**config.mk**
```make
export PLATFORM = sky130hd
export DESIGN_NAME = facto_master
export DESIGN_NICKNAME = d
export VERILOG_FILES = /design/src/rtl/facto_master.sv
export SDC_FILE = /design/constraint.sdc
export NUM_CORES = 1
export LEC_CHECK = 0
export CORE_MARGIN = 5
export CORE_UTILIZATION = 47
export DETAILED_ROUTE_END_ITERATION = 10
export PLACE_DENSITY = 0.8
export RECOVER_POWER = 25
export SLEW_MARGIN = 15
export SYNTH_ARGS = -nofsm -noshare
export SYNTH_HDL_FRONTEND = slang
export SYNTH_SLANG_ARGS = --single-unit
```
**constraint.sdc**
```tcl
create_clock -name clk -period 4.18 [get_ports clk]
set_clock_uncertainty 0.05 [all_clocks]
set_input_delay 0.836 -clock clk [delete_from_list [all_inputs] [get_ports clk]]
set_output_delay 0.836 -clock clk [all_outputs]
set_load 0.01 [all_outputs]
```
**src/rtl/facto_master.sv**
```systemverilog
// Bus master that programs the factorial core through its 64-bit register slave,
// waits for completion (interrupt or status poll), reads the 128-bit result and reports it.
module facto_master #(
    parameter logic [15:0] BASE    = 16'h7000,
    parameter int          USE_IRQ = 1,
    parameter int          TIMEOUT = 20000
) (
    input  logic         clk,
    input  logic         reset,
    input  logic         cmd_valid,
    output logic         cmd_ready,
    input  logic [63:0]  cmd_n,
    output logic         rsp_valid,
    input  logic         rsp_ready,
    output logic [127:0] rsp_result,
    output logic         rsp_error,
    output logic         m_sel,
    output logic         m_wr,
    output logic [15:0]  m_addr,
    output logic [63:0]  m_dout,
    input  logic [63:0]  m_din,
    input  logic         m_interrupt
);
    localparam logic [15:0] OPSTART  = BASE + 16'h00;
    localparam logic [15:0] OPCLEAR  = BASE + 16'h08;
    localparam logic [15:0] OPDONE   = BASE + 16'h10;
    localparam logic [15:0] INTR_EN  = BASE + 16'h18;
    localparam logic [15:0] OPERAND  = BASE + 16'h20;
    localparam logic [15:0] RESULT_H = BASE + 16'h28;
    localparam logic [15:0] RESULT_L = BASE + 16'h30;

    typedef enum logic [3:0] {
        IDLE, W_CLR, W_OPND, W_IEN, W_START, WAIT, R_H, R_L, W_CLR2, RESP
    } state_t;

    state_t      state;
    state_t      state_nxt;
    logic [63:0] n_q;
    logic [31:0] wait_cnt;
    logic        done;
    logic        expired;
    logic        bus_sel;
    logic        bus_wr;
    logic [15:0] bus_addr;
    logic [63:0] bus_dout;

    always_comb begin
        done      = (USE_IRQ != 0) ? m_interrupt : m_din[0];
        expired   = (wait_cnt + 32'd1) >= 32'(TIMEOUT);
        state_nxt = state;
        case (state)
            IDLE:    if (cmd_valid) state_nxt = W_CLR;
            W_CLR:   state_nxt = W_OPND;
            W_OPND:  state_nxt = W_IEN;
            W_IEN:   state_nxt = W_START;
            W_START: state_nxt = WAIT;
            // done takes priority over an expiring counter in the same cycle
            WAIT: begin
                if (done)         state_nxt = R_H;
                else if (expired) state_nxt = W_CLR2;
            end
            R_H:     state_nxt = R_L;
            R_L:     state_nxt = W_CLR2;
            W_CLR2:  state_nxt = RESP;
            RESP:    if (rsp_ready) state_nxt = IDLE;
            default: state_nxt = IDLE;
        endcase
    end

    // Bus drive for the upcoming state, registered so outputs follow the state register.
    always_comb begin
        bus_sel  = 1'b0;
        bus_wr   = 1'b0;
        bus_addr = 16'h0;
        bus_dout = 64'h0;
        case (state_nxt)
            W_CLR, W_CLR2: begin bus_sel = 1'b1; bus_wr = 1'b1; bus_addr = OPCLEAR; bus_dout = 64'd1; end
            W_OPND:  begin bus_sel = 1'b1; bus_wr = 1'b1; bus_addr = OPERAND; bus_dout = n_q; end
            W_IEN: begin
                bus_sel  = 1'b1;
                bus_wr   = 1'b1;
                bus_addr = INTR_EN;
                bus_dout = (USE_IRQ != 0) ? 64'd1 : 64'd0;
            end
            W_START: begin bus_sel = 1'b1; bus_wr = 1'b1; bus_addr = OPSTART; bus_dout = 64'd1; end
            WAIT:    if (USE_IRQ == 0) begin bus_sel = 1'b1; bus_addr = OPDONE; end
            R_H:     begin bus_sel = 1'b1; bus_addr = RESULT_H; end
            R_L:     begin bus_sel = 1'b1; bus_addr = RESULT_L; end
            default: ;
        endcase
    end

    always_ff @(posedge clk) begin
        if (reset) begin
            state      <= IDLE;
            cmd_ready  <= 1'b1;
            rsp_valid  <= 1'b0;
            rsp_result <= '0;
            rsp_error  <= 1'b0;
            m_sel      <= 1'b0;
            m_wr       <= 1'b0;
            m_addr     <= 16'h0;
            m_dout     <= 64'h0;
            n_q        <= 64'h0;
            wait_cnt   <= 32'd0;
        end else begin
            state     <= state_nxt;
            cmd_ready <= (state_nxt == IDLE);
            rsp_valid <= (state_nxt == RESP);
            m_sel     <= bus_sel;
            m_wr      <= bus_wr;
            m_addr    <= bus_addr;
            m_dout    <= bus_dout;
            case (state)
                IDLE: begin
                    if (cmd_valid) begin
                        n_q        <= cmd_n;
                        wait_cnt   <= 32'd0;
                        rsp_error  <= 1'b0;
                        rsp_result <= '0;
                    end
                end
                WAIT: begin
                    wait_cnt <= wait_cnt + 32'd1;
                    if (!done && expired) begin
                        rsp_error  <= 1'b1;
                        rsp_result <= '0;
                    end
                end
                R_H:     rsp_result[127:64] <= m_din;
                R_L:     rsp_result[63:0]   <= m_din;
                default: ;
            endcase
        end
    end
endmodule

```
# [Word-level counts from Yosys, hierarchy flattened]
# Cells that the tools add are included.
[totals] romBits=0 out_inout_bits=213 elab_cells=67 latch_bits=0 mem_bits_rw=0 inputBits=133 mem_count=0 register_bits=313
[classes] add_sub_neg=1 n_mux=18 div_mod_pow=0 shifts=0 bitwise_logic=0 reduce_logical=16 n_mul=0 magnitude_cmp=1 eq_ne=19
[op_table] operator="64-bit one-hot mux with 3 select lines" count=2
[op_table] operator="128-bit two-way mux" count=2
[op_table] operator="64-bit one-hot mux with 2 select lines" count=1
[op_table] operator="15-bit one-hot mux with 6 select lines" count=1
[op_table] operator="32-bit one-hot mux with 2 select lines" count=1
[op_table] operator="4-bit one-hot mux with 10 select lines" count=1
[op_table] operator="32-bit by 1-bit adder with 32-bit output, second input constant" count=1
[op_table] operator="32-bit by 15-bit greater-or-equal comparator with 1-bit output, second input constant" count=1
[op_table] operator="32-bit two-way mux" count=1
[op_table] operator="4-bit by 3-bit equality test with 1-bit output, second input constant" count=7
[op_table] operator="4-bit by 2-bit equality test with 1-bit output, second input constant" count=4
[op_table] operator="4-bit equality test, second input constant" count=4
[op_table] operator="4-bit two-way mux" count=4
[op_table] operator="3-bit AND reduction" count=3
[op_table] operator="4-bit by 1-bit equality test with 1-bit output, second input constant" count=2
[op_table] operator="4-bit zero test" count=2
[op_table] operator="7-bit OR reduction" count=1
[op_table] operator="3-bit nonzero test" count=2
[op_table] operator="5-bit OR reduction" count=1
[op_table] operator="1-bit two-way mux" count=4
[op_table] operator="2-bit != test, second input constant" count=2
[op_table] operator="2-bit AND reduction" count=2
[op_table] operator="4-bit OR reduction" count=1
[op_table] operator="1-bit one-hot mux with 2 select lines" count=1
[op_table] operator="4 further kinds" count=4

# [Longest topological paths before layout]
[depth] depth_word=8 ltp_mapped=12 depth_no_buf=9

# [Worst setup path before layout]
# Ideal clock, no wire load.
[synth_path] kind="register to register" start="register wait_cnt[0]" end="register m_addr[13]" stages_incl_launch_ff=12 setup_time_ps=122 required_ps=4008 n_path_buf=2 path_slack_ps=1180 period_less_slack_ps=3000 arrival_time_ps=2828 cell_sequence="dfxtp_1 > ha_1 > nand3_4 > or4_1 > buf_2 > o21a_1 > nor4_2 > nand4_1 > nor3_2 > nand2_1 > buf_4 > a311o_1"
[synth_between] elab_chain_len=8 elab_cells_between_ends=14 classes_between="add/sub: 1; order compare: 1; eq/ne: 7; mux: 4; reduce/logical: 1"
[synth_lines] item="start: declaration" line="39" text="logic [31:0] wait_cnt;"
[synth_lines] item="start signal: assignment" line="124" text="wait_cnt <= wait_cnt + 32'd1;"
[synth_lines] item="32-bit by 1-bit adder with 32-bit output *" line="49" text="expired = (wait_cnt + 32'd1) >= 32'(TIMEOUT);"
[synth_lines] item="32-bit by 15-bit greater-or-equal comparator with 1-bit output *" line="49"
[synth_lines] item="4-bit two-way mux *" line="60" text="else if (expired) state_nxt = W_CLR2;"
[synth_lines] item="4-bit two-way mux *" line="59" text="if (done) state_nxt = R_H;"
[synth_lines] item="4-bit one-hot mux with 10 select lines *" line="51" text="case (state)"
[synth_lines] item="4-bit by 1-bit equality test with 1-bit output / 4-bit equality test (equally long branches)" line="76" text="case (state_nxt)"
[synth_lines] item="2-bit OR reduction" line="76"
[synth_lines] item="15-bit one-hot mux with 6 select lines *" line="76"
[synth_lines] item="end signal: assignment" line="112" text="m_addr <= bus_addr;"
[synth_lines] item="end: declaration" line="19" text="output logic [15:0] m_addr,"
# Every way passes the cells marked *; elsewhere a longest branch is shown, timed or not.
# A chain may end at the register's enable or synchronous reset.

# [Final worst setup path]
[layout_path] start="register wait_cnt[0]" end="register rsp_result[2]"
[layout_between] elab_chain_len=5
[layout_lines] item="32-bit by 1-bit adder with 32-bit output" line="49"
[layout_lines] item="32-bit by 15-bit greater-or-equal comparator with 1-bit output" line="49"
[layout_lines] item="1-bit logical AND" line="125" text="if (!done && expired) begin"
[layout_lines] item="2-bit != test (no source line)"
[layout_lines] item="3-bit AND reduction (no source line)"
[layout_lines] item="end signal: assignment" line="131" text="R_L: rsp_result[63:0] <= m_din;"
[layout_lines] item="end: declaration" line="15" text="output logic [127:0] rsp_result,"
# No other way between the ends.

==> impl_metrics.py <==
metrics = {
    "sta": {
        "max_slew_margin_pct": -5.87,
        "hold_violations": 0,
        "finalCritPeriodShare_pct": 88.0,
        "final_max_slew_viol_count": 76,
        "setup_violations": 0,
        "layout_min_cycle_time_ns": 3.68,
        "fin_setup_tns_ns": 0,
        "fmax_mhz": 272,
        "rsz0062_at_grt": "false",
        "worstMarginPinSlew_ns": 1.59,
    },
    "setup_path": {
        "cp-end-kind": "register",
        "r2r_end": "rsp_result[2]$_SDFFE_PP0P_",
        "crit_fanout": 35,
        "r2r_slack_ns": 0.50,
        "critPathRequiredTime_ns": 4.57,
        "crit_start": "wait_cnt[0]$_SDFFE_PP0P_",
        "cp-endpoint": "rsp_result[2]$_SDFFE_PP0P_",
        "cp-start-kind": "register",
        "crit_type": "register to register",
        "cp.arrival_ns": 4.07,
        "r2r-start": "wait_cnt[0]$_SDFFE_PP0P_",
        "r2r_cells": 10,
    },
    "synthesis": {
        "avgSynthCellArea_sq_um": 9.37,
        "synthTopCellsByArea": "dfxtp_1 (52%), nand2_1 (7.3%), a21oi_1 (7.3%), a311oi_1 (4.7%), a22o_1 (4.6%)",
        "synth_seq_cells": 301,
        "synth.top_cell.area_share_pct": 52.4,
        "postSynth.asyncResetShare_pct": 0,
        "synthesis.area_sq_um": 11500,
        "synth_edf_count": 0,
        "synth.largest_area_cell": "dfxtp_1",
        "synth_cells": 1226,
        "yosysSeqAreaShare_pct": 52.4,
        "synth_common_cells": "dfxtp_1 (301), nand2_1 (223), a21oi_1 (167)",
        "synth_cell_types": 67,
        "yosys_warnings": 0,
        "synth.most_common_cell": "dfxtp_1",
        "synth-main-ff-cell": "dfxtp_1",
    },
    "placement": {
        "dp_cells": 1791,
        "place_hpwl_mm": 22.4,
        "port_buffers": 335,
        "globalplace.congestion": 0.845,
    },
    "routing": {
        "drt_wl_total_mm": 33.3,
        "vias": 10081,
        "avgViaCountPerCell": 5.46,
        "drt-pass1-iter-count": 5,
        "drc_errors": 0,
        "route.detailed.wl_per_inst_um": 18.1,
        "drtAntennaViolNets": 0,
        "first_iter_violations": 857,
    },
    "cts": {
        "cts.repair.resized": 0,
        "h-tree-depth": 1,
        "hold_buffers": 0,
        "insertion_delay_ns": 0.55,
        "cts-buffers-inserted": 30,
        "post_cts_buffers": 0,
        "cts.reportedPaths.clkPinSlew_ns": 0.06,
        "cts_root_buf": "clkbuf_16",
        "cts.path.max_buffers": 3,
        "cts_tree": "done",
        "clock-sinks": 301,
    },
    "layout": {
        "antennaDiodeCount": 0,
        "nFillCells": 1893,
        "nNetsFinal": 1633,
        "area_growth_syn_to_layout_pct": 36.8,
        "final_cells": 1845,
        "drive_gt1_share_pct": 7.23,
    },
    "power_and_ir_drop": {
        "pwr-share-clk_pct": 40.8,
        "power.internal_mw": 4.73,
        "combPwrFrac_pct": 11.3,
        "p_leak_nw": 5.77,
        "seq_power_share_pct": 47.9,
        "swShare_pct": 25.2,
        "p_switching_mw": 1.60,
        "power_mw": 6.32,
        "p_per_area_nw_per_um2": 402,
        "ir_drop_mv": 0.248,
    },
    "floorplanning": {
        "core_area_sq_um": 24200,
        "die_h_um": 166,
        "rows": 57,
        "dieArea_sq_um": 27700,
        "die_w_um": 166,
        "boundaryPins": 346,
        "initial_core_util_pct": 47.5,
    },
    "grt": {
        "grt_pass1_vias": 9661,
        "antenna_found_initial": 0,
        "track_usage_pct": 22.4,
        "grt_first_pass_wirelength_mm": 52.4,
        "grt_max_degree": 129,
        "grt_overflow": 0,
    },
    "hold_path": {
        "hp-start": "n_q[63]$_SDFFE_PP0P_",
        "holdCritPathClass": "register to register",
    },
    "status": {
        "failed_checks": "capacitance limit, slew limit",
        "status": "finished, violations left",
    },
    "flow_run": {
        "cap_violations": 1,
    },
}
worst min-delay path by stage:
stage / to / slack [ns] / depth (start not counted)
CTS: n_q[48]$_SDFFE_PP0P_ / 0.40 / 2
global placement: m_dout[43]$_SDFF_PP0_ / 0.38 / 1
finish: n_q[63]$_SDFFE_PP0P_ / 0.40 / 2
floorplan: m_dout[10]$_SDFF_PP0_ / 0.38 / 1
global route: m_dout[36]$_SDFF_PP0_ / 0.41 / 1
detailed placement: m_dout[29]$_SDFF_PP0_ / 0.39 / 1
power by group through the flow:
stage | sequential, mW | combinational, mW | clock [mW]
4_1_cts | 3.03 | 0.728 | 2.62
3_3_place_gp | 3.09 | 0.714 | 0
3_5_place_dp | 3.09 | 0.724 | 0
5_1_grt | 3.04 | 0.775 | 2.75
2_1_floorplan | 3.09 | 0.409 | 0
6_report | 3.03 | 0.715 | 2.58
placed cells by master (no fill, tap or decap), drive strengths merged, types with 10 or more instances in the layout:
cell type / n
a21oi: 167
nor3: 21
nand4: 13
clkbuf: 44
nand3: 20
clkdlybuf4s50: 232
nand2: 223
dfxtp: 301
a311oi: 72
nor2: 31
conb: 10
dlygate4sd3: 102
buf: 16
and2: 71
a22o: 65
o21ai: 19
layer usage:
layer	up-vias	share of wire [%]	GRT usage, %
met5	-	0	0
met4	0	2.7	6.37
met3	46	8.9	6.57
met2	422	47	37.4
met1	4722	42	28.3
li1	4891	-	-
cell families after synthesis:
kind of cell             after synthesis  share of synthesized area [%]
other                                  1                         0.0326
adder cells (fa/ha/maj)                1                          0.109
buffers and inverters                125                           6.59
flip-flops                           301                           52.4
multiplexers                           3                          0.261
AND/OR/NAND/NOR                      428                           18.1
XOR/XNOR                               8                          0.610
AO/OA/AOI/OAI                        359                           21.8
area by class of cell:
class                           count  area (sq um)  area share, %
Clock buffer                       42           876           5.57
Clock inverter                     12          82.6          0.525
Inverter                            5          18.8          0.119
Multi-Input combinational cell    809          4780           30.4
Sequential cell                   301          6030           38.3
Tap cell                          324           405           2.58
Timing Repair Buffer              352          3530           22.5
worst max-delay path, cell delays in order, from the launching register on:
cell and delay, ns:
dfxtp_1 0.39, ha_1 0.29, nand3_4 0.10, or4_1 0.70, nor3_1 0.29, mux2i_1 0.24
nand4_1 0.18, nor3_2 0.32, nand2_2 0.34, buf_12 0.34, a311oi_1 0.31
flip-flops by register name, indices dropped and copies added, names as in the netlist:
signal	count
state	4
n_q	64
m_addr	4
m_dout	64
rsp_result	128
m_sel	1
wait_cnt	32
rsp_error	1
rsp_valid	1
cmd_ready	1
m_wr	1
through the flow:
stage / cell area, sq um / hold WS [ns] / setup slack [ns] / utilization [%]
5_1_grt: 15700 / 0.414 / 0.236 / 65.0
3_3_place_gp: 14800 / 0.384 / 0.643 / 61.1
2_1_floorplan: 11500 / 0.380 / 1.18 / -
3_5_place_dp: 14800 / 0.389 / 0.556 / 61.1
4_1_cts: 15700 / 0.400 / 0.538 / 65.1
6_report: 15700 / 0.399 / 0.501 / 65.0
Power figures use the tool's default switching activity.
